File: src/rtl/peak_search_reader_pkg.sv
// Shared types and compare helpers for the
// ping-pong RAM B-port reader family.
package peak_search_reader_pkg;

  typedef enum logic [2:0] {
    S_IDLE  = 3'd0,
    S_READ  = 3'd1,
    S_DRAIN = 3'd2,
    S_DONE  = 3'd3,
    S_GUARD = 3'd4
  } state_t;

  localparam int CMP_W = 65;

  typedef logic signed [CMP_W-1:0] cmp_t;

  // Widen a w-bit sample so one signed compare covers both modes.
  function automatic cmp_t widen(
    input logic [63:0] v,
    input int unsigned w,
    input logic        sgn
  );
    cmp_t r;
    logic neg;
    neg = sgn && v[6'(w - 1)];
    r = {1'b0, v};
    for (int i = 0; i < CMP_W; i++)
      if (neg && i >= int'(w)) r[i] = 1'b1;
    return r;
  endfunction

  // Strict better-than: greater in max mode, smaller in min mode.
  function automatic logic better(
    input logic [63:0] x,
    input logic [63:0] y,
    input int unsigned w,
    input logic        sgn,
    input logic        find_min
  );
    cmp_t xe;
    cmp_t ye;
    xe = widen(x, w, sgn);
    ye = widen(y, w, sgn);
    return find_min ? (xe < ye) : (xe > ye);
  endfunction

endpackage

File: src/rtl/peak_search_reader_tracker.sv
// Best / second-best tracker with addresses.
// Results include the sample presented this cycle.
module peak_tracker
  import peak_search_reader_pkg::*;
#(
  parameter int DATA_W = 8,
  parameter int ADDR_W = 7,
  parameter bit SIGNED = 1'b0
) (
  input  logic              clk_in,
  input  logic              rst,
  input  logic              clear,
  input  logic              valid,
  input  logic [DATA_W-1:0] data,
  input  logic [ADDR_W-1:0] addr,
  input  logic              find_min,
  output logic [DATA_W-1:0] best_data,
  output logic [ADDR_W-1:0] best_addr,
  output logic [DATA_W-1:0] second_data,
  output logic [ADDR_W-1:0] second_addr
);

  logic              hb_q, hs_q;
  logic [DATA_W-1:0] bd_q, sd_q;
  logic [ADDR_W-1:0] ba_q, sa_q;

  logic              hb_n, hs_n;
  logic [DATA_W-1:0] bd_n, sd_n;
  logic [ADDR_W-1:0] ba_n, sa_n;

  logic beats_best, beats_sec;

  assign beats_best = better(64'(data), 64'(bd_q),
                             DATA_W, SIGNED, find_min);
  assign beats_sec  = better(64'(data), 64'(sd_q),
                             DATA_W, SIGNED, find_min);

  // Update rule: new best demotes old best; else maybe fill second.
  always_comb begin
    hb_n = hb_q;
    hs_n = hs_q;
    bd_n = bd_q;
    ba_n = ba_q;
    sd_n = sd_q;
    sa_n = sa_q;
    if (valid) begin
      if (!hb_q) begin
        hb_n = 1'b1;
        bd_n = data;
        ba_n = addr;
      end else if (beats_best) begin
        hs_n = 1'b1;
        sd_n = bd_q;
        sa_n = ba_q;
        bd_n = data;
        ba_n = addr;
      end else if (!hs_q || beats_sec) begin
        hs_n = 1'b1;
        sd_n = data;
        sa_n = addr;
      end
    end
  end

  // Tracker registers, emptied at scan start.
  always_ff @(posedge clk_in) begin
    if (rst || clear) begin
      hb_q <= 1'b0;
      hs_q <= 1'b0;
      bd_q <= '0;
      ba_q <= '0;
      sd_q <= '0;
      sa_q <= '0;
    end else begin
      hb_q <= hb_n;
      hs_q <= hs_n;
      bd_q <= bd_n;
      ba_q <= ba_n;
      sd_q <= sd_n;
      sa_q <= sa_n;
    end
  end

  assign best_data   = bd_n;
  assign best_addr   = ba_n;
  assign second_data = sd_n;
  assign second_addr = sa_n;

endmodule

File: src/rtl/peak_search_reader.sv
// Ping-pong RAM B-port reader: scans a bank and
// reports best and second-best samples.
module peak_search_reader
  import peak_search_reader_pkg::*;
#(
  parameter int DATA_W = 8,
  parameter int ADDR_W = 7,
  parameter int RD_LAT = 1,
  parameter bit SIGNED = 1'b0
) (
  input  logic              clk_in,
  input  logic              rst,
  input  logic              readyb,
  input  logic [DATA_W-1:0] dout,
  input  logic              find_min,
  input  logic [DATA_W-1:0] threshold,
  output logic [ADDR_W-1:0] addr,
  output logic              finishb,
  output logic              busy,
  output logic [DATA_W-1:0] best_data,
  output logic [ADDR_W-1:0] best_addr,
  output logic [DATA_W-1:0] second_data,
  output logic [ADDR_W-1:0] second_addr,
  output logic              result_valid,
  output logic              no_peak_flag
);

  localparam logic [1:0] DRAIN_LAST = 2'(RD_LAT - 1);

  state_t            state;
  logic [1:0]        drain_cnt;
  logic              mode_q;
  logic [DATA_W-1:0] thr_q;

  logic [RD_LAT-1:0] vld_q;
  logic [ADDR_W-1:0] vaddr_q [RD_LAT];

  logic              clear;
  logic [DATA_W-1:0] trk_bd, trk_sd;
  logic [ADDR_W-1:0] trk_ba, trk_sa;

  assign clear = (state == S_IDLE) && readyb;

  // Mark which dout cycles carry scan data and their address.
  always_ff @(posedge clk_in) begin
    if (rst) begin
      vld_q <= '0;
      for (int i = 0; i < RD_LAT; i++)
        vaddr_q[i] <= '0;
    end else begin
      vld_q[0]   <= (state == S_READ);
      vaddr_q[0] <= addr;
      for (int i = 1; i < RD_LAT; i++) begin
        vld_q[i]   <= vld_q[i-1];
        vaddr_q[i] <= vaddr_q[i-1];
      end
    end
  end

  peak_tracker #(
    .DATA_W (DATA_W),
    .ADDR_W (ADDR_W),
    .SIGNED (SIGNED)
  ) u_trk (
    .clk_in      (clk_in),
    .rst         (rst),
    .clear       (clear),
    .valid       (vld_q[RD_LAT-1]),
    .data        (dout),
    .addr        (vaddr_q[RD_LAT-1]),
    .find_min    (mode_q),
    .best_data   (trk_bd),
    .best_addr   (trk_ba),
    .second_data (trk_sd),
    .second_addr (trk_sa)
  );

  // Scan FSM with registered outputs; results load on entry to DONE.
  always_ff @(posedge clk_in) begin
    if (rst) begin
      state        <= S_IDLE;
      addr         <= '0;
      drain_cnt    <= '0;
      mode_q       <= 1'b0;
      thr_q        <= '0;
      busy         <= 1'b0;
      finishb      <= 1'b0;
      result_valid <= 1'b0;
      no_peak_flag <= 1'b0;
      best_data    <= '0;
      best_addr    <= '0;
      second_data  <= '0;
      second_addr  <= '0;
    end else begin
      finishb      <= 1'b0;
      result_valid <= 1'b0;
      unique case (state)
        S_IDLE: begin
          if (readyb) begin
            state  <= S_READ;
            addr   <= '0;
            mode_q <= find_min;
            thr_q  <= threshold;
            busy   <= 1'b1;
          end
        end
        S_READ: begin
          if (addr == '1) begin
            state     <= S_DRAIN;
            drain_cnt <= '0;
          end else begin
            addr <= addr + 1'b1;
          end
        end
        S_DRAIN: begin
          if (drain_cnt == DRAIN_LAST) begin
            state        <= S_DONE;
            best_data    <= trk_bd;
            best_addr    <= trk_ba;
            second_data  <= trk_sd;
            second_addr  <= trk_sa;
            no_peak_flag <= !better(64'(trk_bd), 64'(thr_q),
                                    DATA_W, SIGNED, mode_q);
            result_valid <= 1'b1;
            finishb      <= 1'b1;
          end else begin
            drain_cnt <= drain_cnt + 1'b1;
          end
        end
        S_DONE: begin
          state <= S_GUARD;
          busy  <= 1'b0;
        end
        S_GUARD: state <= S_IDLE;
        default: state <= S_IDLE;
      endcase
    end
  end

endmodule
File: config.mk
export PLATFORM = sky130hd
export DESIGN_NAME = peak_search_reader
export DESIGN_NICKNAME = d
export VERILOG_FILES = /design/src/rtl/peak_search_reader_pkg.sv /design/src/rtl/peak_search_reader_tracker.sv /design/src/rtl/peak_search_reader.sv
export SDC_FILE = /design/constraint.sdc
export NUM_CORES = 1
export LEC_CHECK = 0
export ABC_CLOCK_PERIOD_IN_PS = 6400
export CAP_MARGIN = 20
export CORE_MARGIN = 2
export CORE_UTILIZATION = 25
export CTS_CLUSTER_DIAMETER = 60
export DETAILED_ROUTE_END_ITERATION = 8
export DONT_BUFFER_PORTS = 1
export REMOVE_ABC_BUFFERS = 1
export SETUP_SLACK_MARGIN = 0.3
export SYNTH_ARGS = -nofsm -noshare
export SYNTH_HDL_FRONTEND = slang
export SYNTH_HIERARCHICAL = 1
export SYNTH_SLANG_ARGS = --single-unit
File: constraint.sdc
create_clock -name clk_in -period 6.4 [get_ports clk_in]
set_input_delay 1.28 -clock clk_in [delete_from_list [all_inputs] [get_ports clk_in]]
set_output_delay 1.28 -clock clk_in [all_outputs]
set_load 0.1 [all_outputs]
==> summary.md, run 1 <==
| Metric | Value |
|---|---|
| Status | finished clean |
| Worst-skew pair later-pin latency | 0.35 ns |
| Worst-path maximum fanout | 15 |
| Synthesized area per cell | 8.25 um2 |
| Input/output buffers | 0 |
| Root Driver | clkbuf_16 |
| Finished Core Util | 28.3% |
| Max Fclk | 236 MHz |
| Post-synth EDFFs | 0 |
| Top_reg_cell synth | dfxtp_1 |
| Worst Min Path Start | thr_q[1] |
| CTS buffer count | 9 |
| Hold Path Class | flip-flop to flip-flop |
| Fin. Hold Viols | 0 |
| Vias in the first global route | 3,563 |
| Max_slew headroom | 24.4% |
| Clock network fraction of total power | 47.0% |
| Number of routed nets with antenna violations | 0 |
| Most frequent cells in the layout | 108 x nand2_1, 93 x dfxtp_1, 52 x a21oi_1 |
| CTS tree | built |
| Critical Path Start Type | input pin |
| Seq pwr share | 46.0% |
| Die H | 139 um |
| Critical path origin | dout[1] |
| Asr flop ratio synth | 0% |
| Vias | 3,638 |
| Total grt overflow | 0 |
| Placer Congestion | 0.782 |
| Clk_skew | 0.00938 ns |
| Maximum root-to-sink buffer count | 2 |
| Peak supply drop | 136 uV |
| Via density | 4.71 |
| Setup violators final | 0 |
| WP data required | 6.64 ns |
| Crit end category | flip-flop |
| Worst R2R Start | u_trk/bd_q[5] |
| Worst slew pin tran | 1.13 ns |
| Diode count | 0 |
| Post-cts sizing count | 0 |
| First-pass GRT wire length | 18,100 um |
| Library cells used by synthesis | 45 |
| Seq/Total Area, Yosys | 41.2% |
| Die width | 139 um |
| Final period utilization | 66.3% |
| Cell Rows | 49 |
| Most common cell after layout, fill and taps aside | nand2_1 |
| Nets | 584 |
| Number of setup buffers added after CTS | 0 |
| Flops & latches, synth | 94 |
| Combinational fraction of design power | 7.0% |
| Clk sinks | 94 |
| CTS HTree Levels | 3 |
| P per Cell Area | 259 nW/um2 |
| Drt first-iter violations | 260 |
| RSZ-0062 raised after global routing | no |
| Int Power | 0.00101 W |
| Initial core utilization | 25.4% |
| WL final | 11,000 um |
| Core box area | 18,000 um2 |
| Static Leak | 1.78 nW |
| Tmin final | 4.24 ns |
| Kind of critical path | input pin to flip-flop |
| CTS Hold Bufs | 0 |
| CTS clk-pin slew, worst paths | 0.07 ns |
| Setup tns final | 0 ns |
| Io pins | 61 |
| Largest cells by area after synthesis | dfxtp_1 41%, nand2_1 8.9%, ha_1 7.1% |
| Switching power total | 0.000303 W |
| Wirelength per Cell | 14.3 um |
| Gate Count Post-Synth | 554 |
| Max Slew Vio Count | 0 |
| Dominant cell type by area after synthesis | dfxtp_1 |
| YS warnings | 6 |
| DR pass1 iterations | 4 |
| Largest net degree at the start of global routing | 63 |
| Drt drc | 0 |
| Initial antenna violation count | 0 |
| Layout cells sized above 1 | 7.55% |
| Synthesized area | 4570 um2 |
| Sw Ratio | 23.1% |
| Arrival time at the worst endpoint | 4.48 ns |
| Yosys top cell area share | 41.2% |
| Total Routing Usage GR | 11.6% |
| Post-DP HPWL | 7740 um |
| Area grow syn2layout | 11.1% |
| Die area | 19,400 um2 |
| Max cap viols | 0 |
[worst max-delay path, stage by stage]
cell and delay, ns:
ha_1 0.29, nor2b_1 0.14, o211ai_2 0.14, a21oi_2 0.09, or4b_4 0.52, a31oi_4 0.53, mux2_1 0.42, ha_1 0.29
nor2b_1 0.14, o211ai_1 0.16, a21oi_1 0.10, o311a_1 0.35
[cells in the mapped netlist, types with 7 or more instances]
library cell,count
nand3_1,35
clkbuf_1,23
nand2_1,108
inv_1,39
a31oi_1,18
mux2_1,9
mux2_2,7
a2bb2oi_1,8
nor2b_1,25
a21oi_1,52
ha_1,26
o21ai_0,7
nor2_1,25
or3_1,16
o31a_1,7
dfxtp_1,94
[final cells by class]
class / instances / area (um2)
Inverter: 39 / 146
Timing Repair Buffer: 7 / 60.1
Multi-Input combinational cell: 387 / 2360
Clock inverter: 7 / 118
Fill cell: 1915 / 12900
Clock buffer: 9 / 225
Sequential cell: 94 / 1880
Tap cell: 229 / 287
[power groups by stage]
stage | clock [W] | sequential [W] | combinational (W)
final | 0.000618 | 0.000604 | 0.0000918
after global routing | 0.000655 | 0.000605 | 0.000104
after CTS | 0.000635 | 0.000604 | 0.0000928
after detailed placement | 0 | 0.000618 | 0.0000915
after global placement | 0 | 0.000618 | 0.0000914
after floorplan | 0 | 0.000620 | 0.0000671
[per-stage QoR]
stage	hold WS (ns)	total power, W	std cells	cell area (um2)	worst slack [ns]
after global placement	0.437	0.000709	755	4720	1.84
after global routing	0.473	0.00136	772	5080	1.99
final	0.449	0.00131	772	5080	2.16
after CTS	0.451	0.00133	771	5060	2.14
after detailed placement	0.441	0.000709	755	4720	1.79
after floorplan	0.430	0.000688	520	4390	2.08
[state kept, by name, summed over array words and instances (netlist names)]
name and flops:
drain_cnt 2, second_addr 7, no_peak_flag 1, thr_q 8, best_addr 7, best_data 8, addr 7, second_data 8
busy 1, u_trk/sd_q 8, vaddr_q 7, mode_q 1, result_valid 1, u_trk/sa_q 7, u_trk/hb_q 1, u_trk/hs_q 1
state 3, vld_q 1, u_trk/bd_q 8, u_trk/ba_q 7
[final timing paths]
| check | to | slack, ns | depth (start not counted) |
|---|---|---|---|
| worst max register to register | no_peak_flag | 2.71 | 12 |
| worst min register to register | thr_q[1] | 0.45 | 2 |
| worst max-delay path | no_peak_flag | 2.16 | 12 |
| worst min-delay path | thr_q[1] | 0.45 | 2 |
[logic make-up (layout without fill, tap and decap cells)]
family / Yosys count / in the layout / share of synthesized area (%)
mux: 16 / 16 / 3.94
xor+xnor: 1 / 1 / 0.192
fa+ha+maj: 26 / 26 / 7.12
compound gates: 111 / 111 / 16.0
buf+inv: 73 / 62 / 7.25
simple gates: 233 / 233 / 24.3
flops: 94 / 94 / 41.2
[layer usage]
metal	track usage (%)	share of wire [%]	up-vias
met2	18.4	46	69
li1	-	-	1874
met3	4.58	8.1	17
met4	5.16	1.8	0
met5	0	0	-
met1	14.0	44	1678
Power figures use the tool's default switching activity.
==> inputs of run 2 (changes only) <==
--- a/config.mk
+++ b/config.mk
@@ -5,7 +5,7 @@
 export SDC_FILE = /design/constraint.sdc
 export NUM_CORES = 1
 export LEC_CHECK = 0
-export ABC_CLOCK_PERIOD_IN_PS = 6400
+export ABC_CLOCK_PERIOD_IN_PS = 3500
 export CAP_MARGIN = 20
 export CORE_MARGIN = 2
 export CORE_UTILIZATION = 25
==> constraint.sdc (replaced) <==
create_clock -name clk_in -period 3.5 [get_ports clk_in]
set_input_delay 0.7 -clock clk_in [delete_from_list [all_inputs] [get_ports clk_in]]
set_output_delay 0.7 -clock clk_in [all_outputs]
set_load 0.1 [all_outputs]
==> summary.md, run 2 (synthesized netlist as in run 1, its figures left out) <==
| Metric | Value |
|---|---|
| Status | finished clean |
| Cell Rows | 49 (unchanged) |
| First-pass GRT wire length | 19,300 um (+6.2%) |
| Total grt overflow | 0 (unchanged) |
| Fill cell count | 1,866 (-2.6%) |
| Nets | 610 (+4.5%) |
| Max_slew headroom | 31.4% (+7.0 points) |
| Fin. Hold Viols | 0 (unchanged) |
| Die H | 139 um (unchanged) |
| Setup violators final | 0 (unchanged) |
| Worst setup path end | no_peak_flag |
| WL final | 11,800 um (+7.3%) |
| Placed insts | 777 (+2.9%) |
| Tot Pwr | 0.00237 W (+81%) |
| DR pass1 iterations | 4 (unchanged) |
| Post-DP HPWL | 8240 um (+6.4%) |
| Crit end category | flip-flop |
| Worst R2R Start | u_trk/bd_q[5] |
| CTS buffer count | 9 (unchanged) |
| Initial antenna violation count | 0 (unchanged) |
| Max Fclk | 316 MHz |
| Setup WS post-layout | 0.335 ns (-1.82 ns) |
| P per Cell Area | 436 nW/um2 (+68%) |
| Multi-input gate area | 2530 um2 (+7.4%) |
| Drt drc | 0 (unchanged) |
| Reg2Reg Setup Slack | 0.34 ns (-2.37 ns) |
| Via density | 4.73 (+0.41%) |
| Vias | 3,776 (+3.8%) |
| Area grow syn2layout | 19.2% |
| Number of routed nets with antenna violations | 0 (unchanged) |
| Diode count | 0 (unchanged) |
| Die area | 19,400 um2 (unchanged) |
| Tmin final | 3.16 ns |
| Most frequent cells in the layout | 108 x nand2_1, 92 x dfxtp_1, 50 x a21oi_1 |
| Layout Cells excl Fill | 798 (+3.4%) |
| Total Routing Usage GR | 12.4% (+0.73 points) |
| Wirelength per Cell | 14.8 um (+3.8%) |
| CTS HTree Levels | 3 (unchanged) |
| Worst-skew pair later-pin latency | 0.35 ns (about the same) |
| Final period utilization | 90.4% |
| RR Endpoint | no_peak_flag |
| Largest net degree at the start of global routing | 63 (unchanged) |
| CTS tree | built |
| Register area | 1880 um2 (about the same) |
| Root Driver | clkbuf_16 |
| Hold Path Class | input pin to flip-flop |
| Static Leak | 1.94 nW (+8.6%) |
| Vias in the first global route | 3,697 (+3.8%) |
| Clk sinks | 94 (unchanged) |
| Max Slew Vio Count | 0 (unchanged) |
| DP Worst Slack | -0.240 ns (-2.03 ns) |
| Critical Path Start Type | flip-flop |
| Core box area | 18,000 um2 (unchanged) |
| Input/output buffers | 0 (unchanged) |
| WP data required | 3.73 ns (-2.91 ns) |
| Finished Core Util | 30.3% (+2.1 points) |
| Layout cells sized above 1 | 15.8% (+8.3 points) |
| Critical path origin | u_trk/bd_q[5] |
| Most common cell after layout, fill and taps aside | nand2_1 |
| CTS Hold Bufs | 0 (unchanged) |
| Drt first-iter violations | 296 (+14%) |
| Peak supply drop | 214 uV (+57%) |
| Maximum root-to-sink buffer count | 2 (unchanged) |
| Worst-path maximum fanout | 2 (-13) |
| Reg2Reg Depth | 13 (+1) |
| RSZ-0062 raised after global routing | yes |
| Io pins | 61 (unchanged) |
| Setup tns final | 0 ns (unchanged) |
| Clk_skew | 0.00842 ns (-0.000959 ns) |
| Kind of critical path | flip-flop to flip-flop |
| Max cap viols | 0 (unchanged) |
| Placer Congestion | 0.806 (+3.1%) |
| Die width | 139 um (unchanged) |
| Worst slew pin tran | 1.03 ns (-0.105 ns) |
| Initial core utilization | 25.4% (unchanged) |
| CTS clk-pin slew, worst paths | 0.07 ns (about the same) |
| Arrival time at the worst endpoint | 3.40 ns (-1.08 ns) |
-- run 2: worst min-delay path by stage --
stage                     cells past startpoint  startpoint            to
final                                         1         rst  best_data[5]
after global routing                          1         rst  best_data[3]
after CTS                                     1         rst  best_data[5]
after detailed placement                      2    thr_q[5]      thr_q[5]
after global placement                        2    thr_q[4]      thr_q[4]
after floorplan                               2    thr_q[1]      thr_q[1]
-- run 2: per-stage QoR --
step,instance area [um2],hold WS [ns]
floorplan,4390,0.430
global placement,4910,0.439
detailed placement,4910,0.442
CTS,5400,0.404
global route,5450,0.396
finish,5450,0.416
-- run 2: repair_timing --
action                     4_1_cts  5_1_grt
gates resized for setup         28        7
setup endpoints to repair        1        1
setup buffers                    5        0
pin swaps                        7        9
-- run 2: cell type report --
cell class / instances / area share, %
inverter: 39 / 2.69
clock inverter: 6 / 1.38
multi-input combinational: 387 / 46.5
tap: 229 / 5.26
timing repair buffer: 33 / 5.21
clock buffer: 10 / 4.39
sequential: 94 / 34.6
-- run 2: routing by layer --
| layer | part of all wire (%) | wire length [um] | vias to the layer above | GRT usage, % |
|---|---|---|---|---|
| li1 | - | - | 1910 | - |
| met1 | 45 | 5370 | 1777 | 15.1 |
| met2 | 46 | 5420 | 74 | 19.4 |
| met3 | 7.0 | 828 | 15 | 4.61 |
| met4 | 2.0 | 233 | 0 | 5.48 |
| met5 | 0 | 0 | - | 0 |
-- run 2: worst max-delay path, cell delays in order, from the launching register on --
cell      delay (ns)
dfxtp_1         0.32
inv_1           0.13
ha_4            0.22
a211oi_2        0.17
nor2_1          0.09
or4b_4          0.55
a31oi_4         0.23
buf_6           0.13
mux2_4          0.31
ha_4            0.21
nor2b_1         0.13
o211ai_1        0.18
a21oi_2         0.08
o311a_1         0.29
-- run 2: power breakdown --
group	internal (W)	switching (W)	leakage [nW]
Clock	0.000588	0.000452	0.157
Sequential	0.00108	0.0000193	0.761
Combinational	0.000103	0.000128	1.02
Total	0.00177	0.000600	1.94
